File: config.mk
export PLATFORM = sky130hd
export DESIGN_NAME = stack_seq_arbiter
export DESIGN_NICKNAME = d
export VERILOG_FILES = /design/src/rtl/stack_seq_arbiter.sv
export SDC_FILE = /design/constraint.sdc
export NUM_CORES = 1
export LEC_CHECK = 0
export BUFFER_PORTS_ARGS = -buffer_cell sky130_fd_sc_hd__buf_4
export CAP_MARGIN = 25
export CORE_UTILIZATION = 55
export CTS_CLUSTER_SIZE = 30
export DETAILED_ROUTE_END_ITERATION = 7
export PLACE_DENSITY_LB_ADDON = 0.08
export SETUP_SLACK_MARGIN = 0.2
export SLEW_MARGIN = 20
export SYNTH_ARGS = -nofsm -noshare
export SYNTH_HDL_FRONTEND = slang
export SYNTH_SLANG_ARGS = --single-unit
File: constraint.sdc
create_clock -name clk -period 3.8 [get_ports clk]
set_input_delay 0.76 -clock clk [delete_from_list [all_inputs] [get_ports clk]]
set_output_delay 0.76 -clock clk [all_outputs]
set_load 0.05 [all_outputs]
File: src/rtl/stack_seq_arbiter.sv
// Shared CALL/RET/INT/RTI stack sequencer that owns the stack pointer and
// arbitrates the single data-memory port against memory-stage accesses.
module stack_seq_arbiter #(
   parameter int unsigned          DATA_W  = 16,
   parameter int unsigned          ADDR_W  = 20,
   parameter logic [ADDR_W-1:0]    SP_INIT = 20'hFFFFF,
   parameter logic [2*DATA_W-1:0]  INT_VEC = 32'h0000_0000
) (
   input  logic                 clk,
   input  logic                 rst,
   input  logic                 req_call,
   input  logic                 req_ret,
   input  logic                 req_int,
   input  logic                 req_rti,
   output logic                 ack_call,
   output logic                 ack_ret,
   output logic                 ack_int,
   output logic                 ack_rti,
   input  logic [2*DATA_W-1:0]  pc_in,
   input  logic [2*DATA_W-1:0]  target_in,
   input  logic [3:0]           ccr_in,
   input  logic                 pipe_rd,
   input  logic                 pipe_wr,
   input  logic                 pipe_push,
   input  logic                 pipe_pop,
   input  logic [ADDR_W-1:0]    pipe_addr,
   input  logic [DATA_W-1:0]    pipe_wdata,
   output logic                 pipe_stall,
   output logic                 busy,
   output logic                 mem_rd,
   output logic                 mem_wr,
   output logic [ADDR_W-1:0]    mem_addr,
   output logic [DATA_W-1:0]    mem_wdata,
   input  logic [DATA_W-1:0]    mem_rdata,
   output logic [2*DATA_W-1:0]  pc_out,
   output logic                 pc_load,
   output logic [3:0]           ccr_out,
   output logic                 ccr_load,
   output logic [ADDR_W-1:0]    sp_out
);

   localparam int unsigned       PC_W    = 2 * DATA_W;
   localparam logic [ADDR_W-1:0] SP_STEP = ADDR_W'(1);

   typedef enum logic [2:0] {
      IDLE, PUSH_H, PUSH_L, PUSH_CCR, POP_CCR, POP_L, POP_H, LOAD
   } state_t;

   typedef enum logic [1:0] {K_CALL, K_RET, K_INT, K_RTI} kind_t;

   state_t             state, state_nxt;
   kind_t              kind, acc_kind;
   logic               accept;
   logic [ADDR_W-1:0]  sp, sp_nxt, sp_inc, sp_dec;
   logic [PC_W-1:0]    pc_lat, tgt_lat;
   logic [3:0]         ccr_lat;
   logic               pipe_any;

   assign sp_inc   = sp + SP_STEP;
   assign sp_dec   = sp - SP_STEP;
   assign pipe_any = pipe_rd | pipe_wr | pipe_push | pipe_pop;

   // Fixed-priority acceptance, only while idle and out of reset
   always_comb begin
      ack_int  = 1'b0;
      ack_rti  = 1'b0;
      ack_ret  = 1'b0;
      ack_call = 1'b0;
      accept   = 1'b0;
      acc_kind = K_CALL;
      if (state == IDLE && !rst) begin
         accept = 1'b1;
         if (req_int) begin
            ack_int  = 1'b1;
            acc_kind = K_INT;
         end else if (req_rti) begin
            ack_rti  = 1'b1;
            acc_kind = K_RTI;
         end else if (req_ret) begin
            ack_ret  = 1'b1;
            acc_kind = K_RET;
         end else if (req_call) begin
            ack_call = 1'b1;
            acc_kind = K_CALL;
         end else begin
            accept = 1'b0;
         end
      end
   end

   always_comb begin
      state_nxt = state;
      case (state)
         IDLE: begin
            if (accept) begin
               case (acc_kind)
                  K_RET:   state_nxt = POP_L;
                  K_RTI:   state_nxt = POP_CCR;
                  default: state_nxt = PUSH_H;
               endcase
            end
         end
         PUSH_H:   state_nxt = PUSH_L;
         PUSH_L:   state_nxt = (kind == K_INT) ? PUSH_CCR : LOAD;
         PUSH_CCR: state_nxt = LOAD;
         POP_CCR:  state_nxt = POP_L;
         POP_L:    state_nxt = POP_H;
         POP_H:    state_nxt = LOAD;
         LOAD:     state_nxt = IDLE;
         default:  state_nxt = IDLE;
      endcase
   end

   // Memory port: pipeline owns it in IDLE, the sequence owns it otherwise
   always_comb begin
      mem_rd    = 1'b0;
      mem_wr    = 1'b0;
      mem_addr  = '0;
      mem_wdata = '0;
      sp_nxt    = sp;
      case (state)
         IDLE: begin
            if (pipe_push) begin
               mem_wr    = 1'b1;
               mem_addr  = sp;
               mem_wdata = pipe_wdata;
               sp_nxt    = sp_dec;
            end else if (pipe_pop) begin
               mem_rd    = 1'b1;
               mem_addr  = sp_inc;
               sp_nxt    = sp_inc;
            end else if (pipe_wr) begin
               mem_wr    = 1'b1;
               mem_addr  = pipe_addr;
               mem_wdata = pipe_wdata;
            end else if (pipe_rd) begin
               mem_rd    = 1'b1;
               mem_addr  = pipe_addr;
            end
         end
         PUSH_H: begin
            mem_wr    = 1'b1;
            mem_addr  = sp;
            mem_wdata = pc_lat[PC_W-1:DATA_W];
            sp_nxt    = sp_dec;
         end
         PUSH_L: begin
            mem_wr    = 1'b1;
            mem_addr  = sp;
            mem_wdata = pc_lat[DATA_W-1:0];
            sp_nxt    = sp_dec;
         end
         PUSH_CCR: begin
            mem_wr    = 1'b1;
            mem_addr  = sp;
            mem_wdata = {{(DATA_W-4){1'b0}}, ccr_lat};
            sp_nxt    = sp_dec;
         end
         POP_CCR, POP_L, POP_H: begin
            mem_rd    = 1'b1;
            mem_addr  = sp_inc;
            sp_nxt    = sp_inc;
         end
         default: ;
      endcase
   end

   // Popped halves overwrite the latched PC; nothing else reads it after accept
   always_ff @(posedge clk) begin
      if (rst) begin
         state   <= IDLE;
         kind    <= K_CALL;
         sp      <= SP_INIT;
         pc_lat  <= '0;
         tgt_lat <= '0;
         ccr_lat <= '0;
      end else begin
         state <= state_nxt;
         sp    <= sp_nxt;
         if (accept) begin
            kind    <= acc_kind;
            pc_lat  <= pc_in;
            tgt_lat <= target_in;
            ccr_lat <= ccr_in;
         end
         case (state)
            POP_CCR: ccr_lat                <= mem_rdata[3:0];
            POP_L:   pc_lat[DATA_W-1:0]     <= mem_rdata;
            POP_H:   pc_lat[PC_W-1:DATA_W]  <= mem_rdata;
            default: ;
         endcase
      end
   end

   always_comb begin
      pc_out = '0;
      if (state == LOAD) begin
         case (kind)
            K_CALL:  pc_out = tgt_lat;
            K_INT:   pc_out = INT_VEC;
            default: pc_out = pc_lat;
         endcase
      end
   end

   assign busy       = (state != IDLE);
   assign pipe_stall = busy & pipe_any;
   assign pc_load    = (state == LOAD);
   assign ccr_load   = (state == LOAD) && (kind == K_RTI);
   assign ccr_out    = ccr_load ? ccr_lat : 4'h0;
   assign sp_out     = sp;

endmodule

# Word-level counts from Yosys, hierarchy flattened
# Cells that the tools add are included.
[op_classes]
n_addsub = 2
n_eq_ne = 13
mux = 55
bitwise = 4
n_reduce_logical = 14
[op_table]
columns = ["cell", "count"]
rows = [
  ["2-to-1 mux 20 bit", 6],
  ["one-hot mux 20 bit (3 select lines)", 2],
  ["2-to-1 mux 16 bit", 5],
  ["2-to-1 mux 32 bit", 2],
  ["one-hot mux 16 bit (4 select lines)", 1],
  ["one-hot mux 32 bit (2 select lines)", 1],
  ["2-to-1 mux 1 bit", 26],
  ["one-hot mux 3 bit (7 select lines)", 1],
  ["adder 20 x 1 -> 20 bit, second input constant", 1],
  ["subtractor 20 x 1 -> 20 bit, second input constant", 1],
  ["equality test 3 bit, second input constant", 4],
  ["2-to-1 mux 4 bit", 3],
  ["equality test 2 bit, second input constant", 3],
  ["equality test 3 x 2 -> 1 bit, second input constant", 2],
  ["2-to-1 mux 2 bit", 3],
  ["2-to-1 mux 3 bit", 2],
  ["one-hot mux 3 bit (2 select lines)", 1],
  ["nonzero test 2 bit", 3],
  ["nonzero test 3 bit", 2],
  ["OR reduction 3 bit", 2],
  ["one-hot mux 1 bit (2 select lines)", 2],
  ["equality test 3 x 1 -> 1 bit, second input constant", 1],
  ["logical NOT 3 bit", 1],
  ["!= test 3 bit, second input constant", 1],
  ["9 further kinds", 12],
]
[word_totals]
ff_bits = 93
inputBits = 130
output_inout_bits = 102

# Depth between registers and ports, before layout
[logic_depth]
word_depth = 8
depth_mapped = 8
mapped_depth_nobuf = 7

# Least setup slack after synthesis
# Ideal clock, no wire load.
[synth_path]
kind = "flip-flop to output port"
startpoint = "register sp[0], in the netlist sp_out[0]"
endpoint = "output mem_addr[11]"
arrival_ns = 3.071
slack_ns = -0.031
stages_incl_launch_ff = 7
path_buffers = 1
path_cell_list = "dfxtp_1 -> clkbuf_1 -> nand2_1 -> nor2_1 -> a31o_2 -> o211ai_1 -> a222oi_1"
[synth_via]
elab_chain_len = 4
[synth_rtl]
columns = ["element", "line_no", "rtl"]
rows = [
  ["start: declaration", "54", "logic [ADDR_W-1:0] sp, sp_nxt, sp_inc, sp_dec;"],
  ["start signal: assignment", "179", "sp <= sp_nxt;"],
  ["adder 20 x 1 -> 20 bit *", "59", "assign sp_inc = sp + SP_STEP;"],
  ["2-to-1 mux 20 bit", "128", "end else if (pipe_pop) begin"],
  ["2-to-1 mux 20 bit", "123", "if (pipe_push) begin"],
  ["one-hot mux 20 bit (3 select lines) *", "121", "case (state)"],
  ["end: declaration", "32", "output logic [ADDR_W-1:0] mem_addr,"],
]
# Every way passes the cells marked *; elsewhere a longest branch is shown, timed or not.

# Final worst setup path
[layout_path]
startpoint = "register sp[0], in the netlist sp_out[0]"
endpoint = "output mem_addr[14]"
# The elaborated chain is that of the path after synthesis.

==> reports/metrics.yaml <==
period_share: 0.909
r2r_slack_ns: 1.10
rsz0062_at_grt: "yes"
synthXorXnorAreaFrac: 0.0138
hold_start: "tgt_lat[13]"
synth_top_family_by_area: "compound AO/OA/AOI/OAI gates"
drv_cap: 0
antennaDiodeCount: 0
grt_antenna_before_repair: 0
final_cell_area_mm2: 0.00858
wire_per_inst_um: 20.6
fill_cells: 851
cts_hold_buffers: 0
die_h_um: 109
synth_edf_count: 0
clk_latency_ns: 0.34
outcome: "finished clean"
drt_iter0_markers: 823
placed_cell_area_mm2: 0.00818
synthAdderAreaFrac: 0.00394
synth-seq-cells: 93
grt_pass1_vias: 7075
ys_warn_count: 0
overflow: 0
place_congestion: 1.00
critPathKind: "reg -> out"
synth_compound_area_frac: 0.324
die_x_um: 109
cts_tree: "yes"
syn-cell-area_mm2: 0.00635
postRouteWirelength_um: 24100
worst_setup_path_end_kind: "output pin"
timing.rr.end: "sp_out[19]"
hpwl_um: 16700
max_slew.worst_pin.slew_ns: 0.928
clockRootBuffer: "clkbuf_16"
p_total_w: 0.00498
drt-met1-wl_um: 8610
critPathArrivalTime_ns: 2.69
grt_pass1_wl_um: 36700
leakagePower_nw: 3.75
first_pass_iters: 7
top_layer_used: "met4"
dieArea_mm2: 0.0120
port_buffers: 231
dr_wl_met2_um: 11600
pin_count: 232
finalHoldViolCount: 0
rows: 38
cts_htree_levels: 3
drv_slew: 0
core_mm2: 0.0110
synthSimpleGateAreaFrac: 0.221
initial_core_util: 0.576
cp-start-kind: "flip-flop"
clk_pin_slew_ns: 0.07
power.density_mw_per_mm2: 581
syn_nets: 969
max_freq_mhz: 290
syn2layout_area_growth_pct: 35.0
ant_nets: 0
cts_sinks: 93
async_reset_ff_frac: 0
crit_fanout: 13
slew_headroom: 0.382
grt_max_degree: 69
clock_skew_ns: 0.00944
ys_seq_area_frac: 0.293
fin_nets: 1157
route.detailed.drc: 0
critPathRequiredTime_ns: 3.04
vdd_drop_max_v: 0.000389
post-route-min-period_ns: 3.45
syn_inst: 837
min_path_type: "reg -> reg"
whs_endpoint: "tgt_lat[13]"
holdPathStages: 2
setup_viol_count_final: 0
route.met3.wl_um: 2520
synth_mux_area_frac: 0.0829
worstRegToRegCells: 6
worstReg2RegStart: "sp_out[7]"
viasPerCell: 6.58
synth_cell_types: 68
numCtsBuffers: 9
dr_total_vias: 7695
cts.path.max_buffers: 2
fin_tns_setup_ns: 0
synth_ff_type: "dfxtp_1"
grt_usage: 0.398
syn_avg_cell_area_um2: 7.59
drive_above_1_share: 0.301
[registers in the layout (all words and copies together), names as in the netlist]
signal	cells
state	3
tgt_lat	32
pc_lat	32
ccr_lat	4
sp_out	20
kind	2
[critical path, stage by stage, from the launching register on]
cell	delay, ns
dfxtp_2	0.50
ha_2	0.33
nand4_1	0.32
nor4_4	0.35
buf_4	0.18
a21oi_1	0.06
a21o_1	0.18
a21oi_1	0.20
buf_4	0.24
[final cells by class]
| class | count | area, µm² | share of cell area |
|---|---|---|---|
| inverter | 14 | 52.6 | 0.00613 |
| multi-input combinational | 644 | 4140 | 0.483 |
| timing repair buffer | 263 | 1990 | 0.232 |
| clock buffer | 10 | 229 | 0.0267 |
| sequential | 93 | 1870 | 0.218 |
| clock inverter | 6 | 118 | 0.0137 |
| tap | 140 | 175 | 0.0204 |
[how the worst max path moves through the flow]
stage                          from           end  slack [ns]  cells past startpoint
after detailed placement   pipe_pop  mem_wdata[2]        0.39                      8
after global routing      sp_out[2]  mem_addr[15]        0.22                      6
final                     sp_out[0]  mem_addr[14]        0.35                      8
after floorplan           sp_out[9]  mem_addr[11]        0.20                      6
after global placement     pipe_pop  mem_wdata[3]        0.46                      8
after CTS                 sp_out[1]  mem_addr[14]        0.24                      8
[cell usage after synthesis (10+ instances only)]
library cell,count,share of area
a22oi_1,14,0.017
o21ai_0,40,0.032
a21oi_1,34,0.027
nand4_1,18,0.018
nor2_1,77,0.045
mux2i_1,47,0.074
a222oi_1,10,0.016
nand2_1,101,0.060
clkbuf_1,75,0.044
nor3_1,19,0.015
nand3_1,19,0.015
a211oi_1,38,0.045
o211ai_1,38,0.045
o22ai_1,12,0.012
dfxtp_1,93,0.29
inv_1,10,0.0059
nor4_1,10,0.0098
a22o_1,34,0.047
[repair_timing]
item	CTS	global route
endpoints found under the setup margin	1	4
pin swaps	0	1
setup buffers	0	2
endpoints found under the hold margin	0	0
resized for setup	1	4
[kinds of logic after synthesis]
kind of cell / after synthesis
muxes: 52
and+or+nand+nor: 297
buffers and inverters: 100
AOI/OAI and AO/OA: 283
adders and majority gates: 2
xor gates and xnor gates: 10
DFF: 93
[through the flow]
stage | hold slack (ns) | util | std cells | setup slack, ns
after detailed placement | 0.480 | 0.742 | 1151 | 0.389
final | 0.489 | 0.777 | 1170 | 0.347
after global placement | 0.478 | 0.742 | 1151 | 0.461
after floorplan | 0.463 | - | 837 | 0.203
after CTS | 0.493 | 0.774 | 1167 | 0.238
after global routing | 0.509 | 0.777 | 1170 | 0.215
[routing by layer]
layer | up-vias | track usage
met5 | - | 0
met4 | 0 | 0.233
met3 | 100 | 0.0984
met2 | 498 | 0.656
met1 | 3546 | 0.467
li1 | 3551 | -
[report_power, final]
group	switching [W]	total (W)	internal, W
logic	0.00165	0.00256	0.000911
clock network	0.000401	0.00105	0.000651
registers	0.000244	0.00137	0.00113
[layout by cell type, fill, tap and decap left out, drive strengths merged, types with 4 or more instances in the layout]
master,netlist,final
a211oi,38,38
a21o,6,6
a21oi,34,34
a221o,6,6
a221oi,4,4
a222oi,10,10
a22o,34,34
a22oi,14,14
a31oi,5,5
a32oi,4,4
and2,7,7
and3,7,7
buf,11,263
clkbuf,75,10
dfxtp,93,93
inv,11,13
mux2,5,5
mux2i,47,47
nand2,101,101
nand3,19,19
nand4,18,18
nor2,77,77
nor2b,8,8
nor3,19,19
nor4,10,10
o211ai,38,38
o21ai,41,41
o22ai,12,12
o31ai,7,7
or3,9,9
or4,9,9
xnor2,7,7
(Power assumes the default switching activity.)
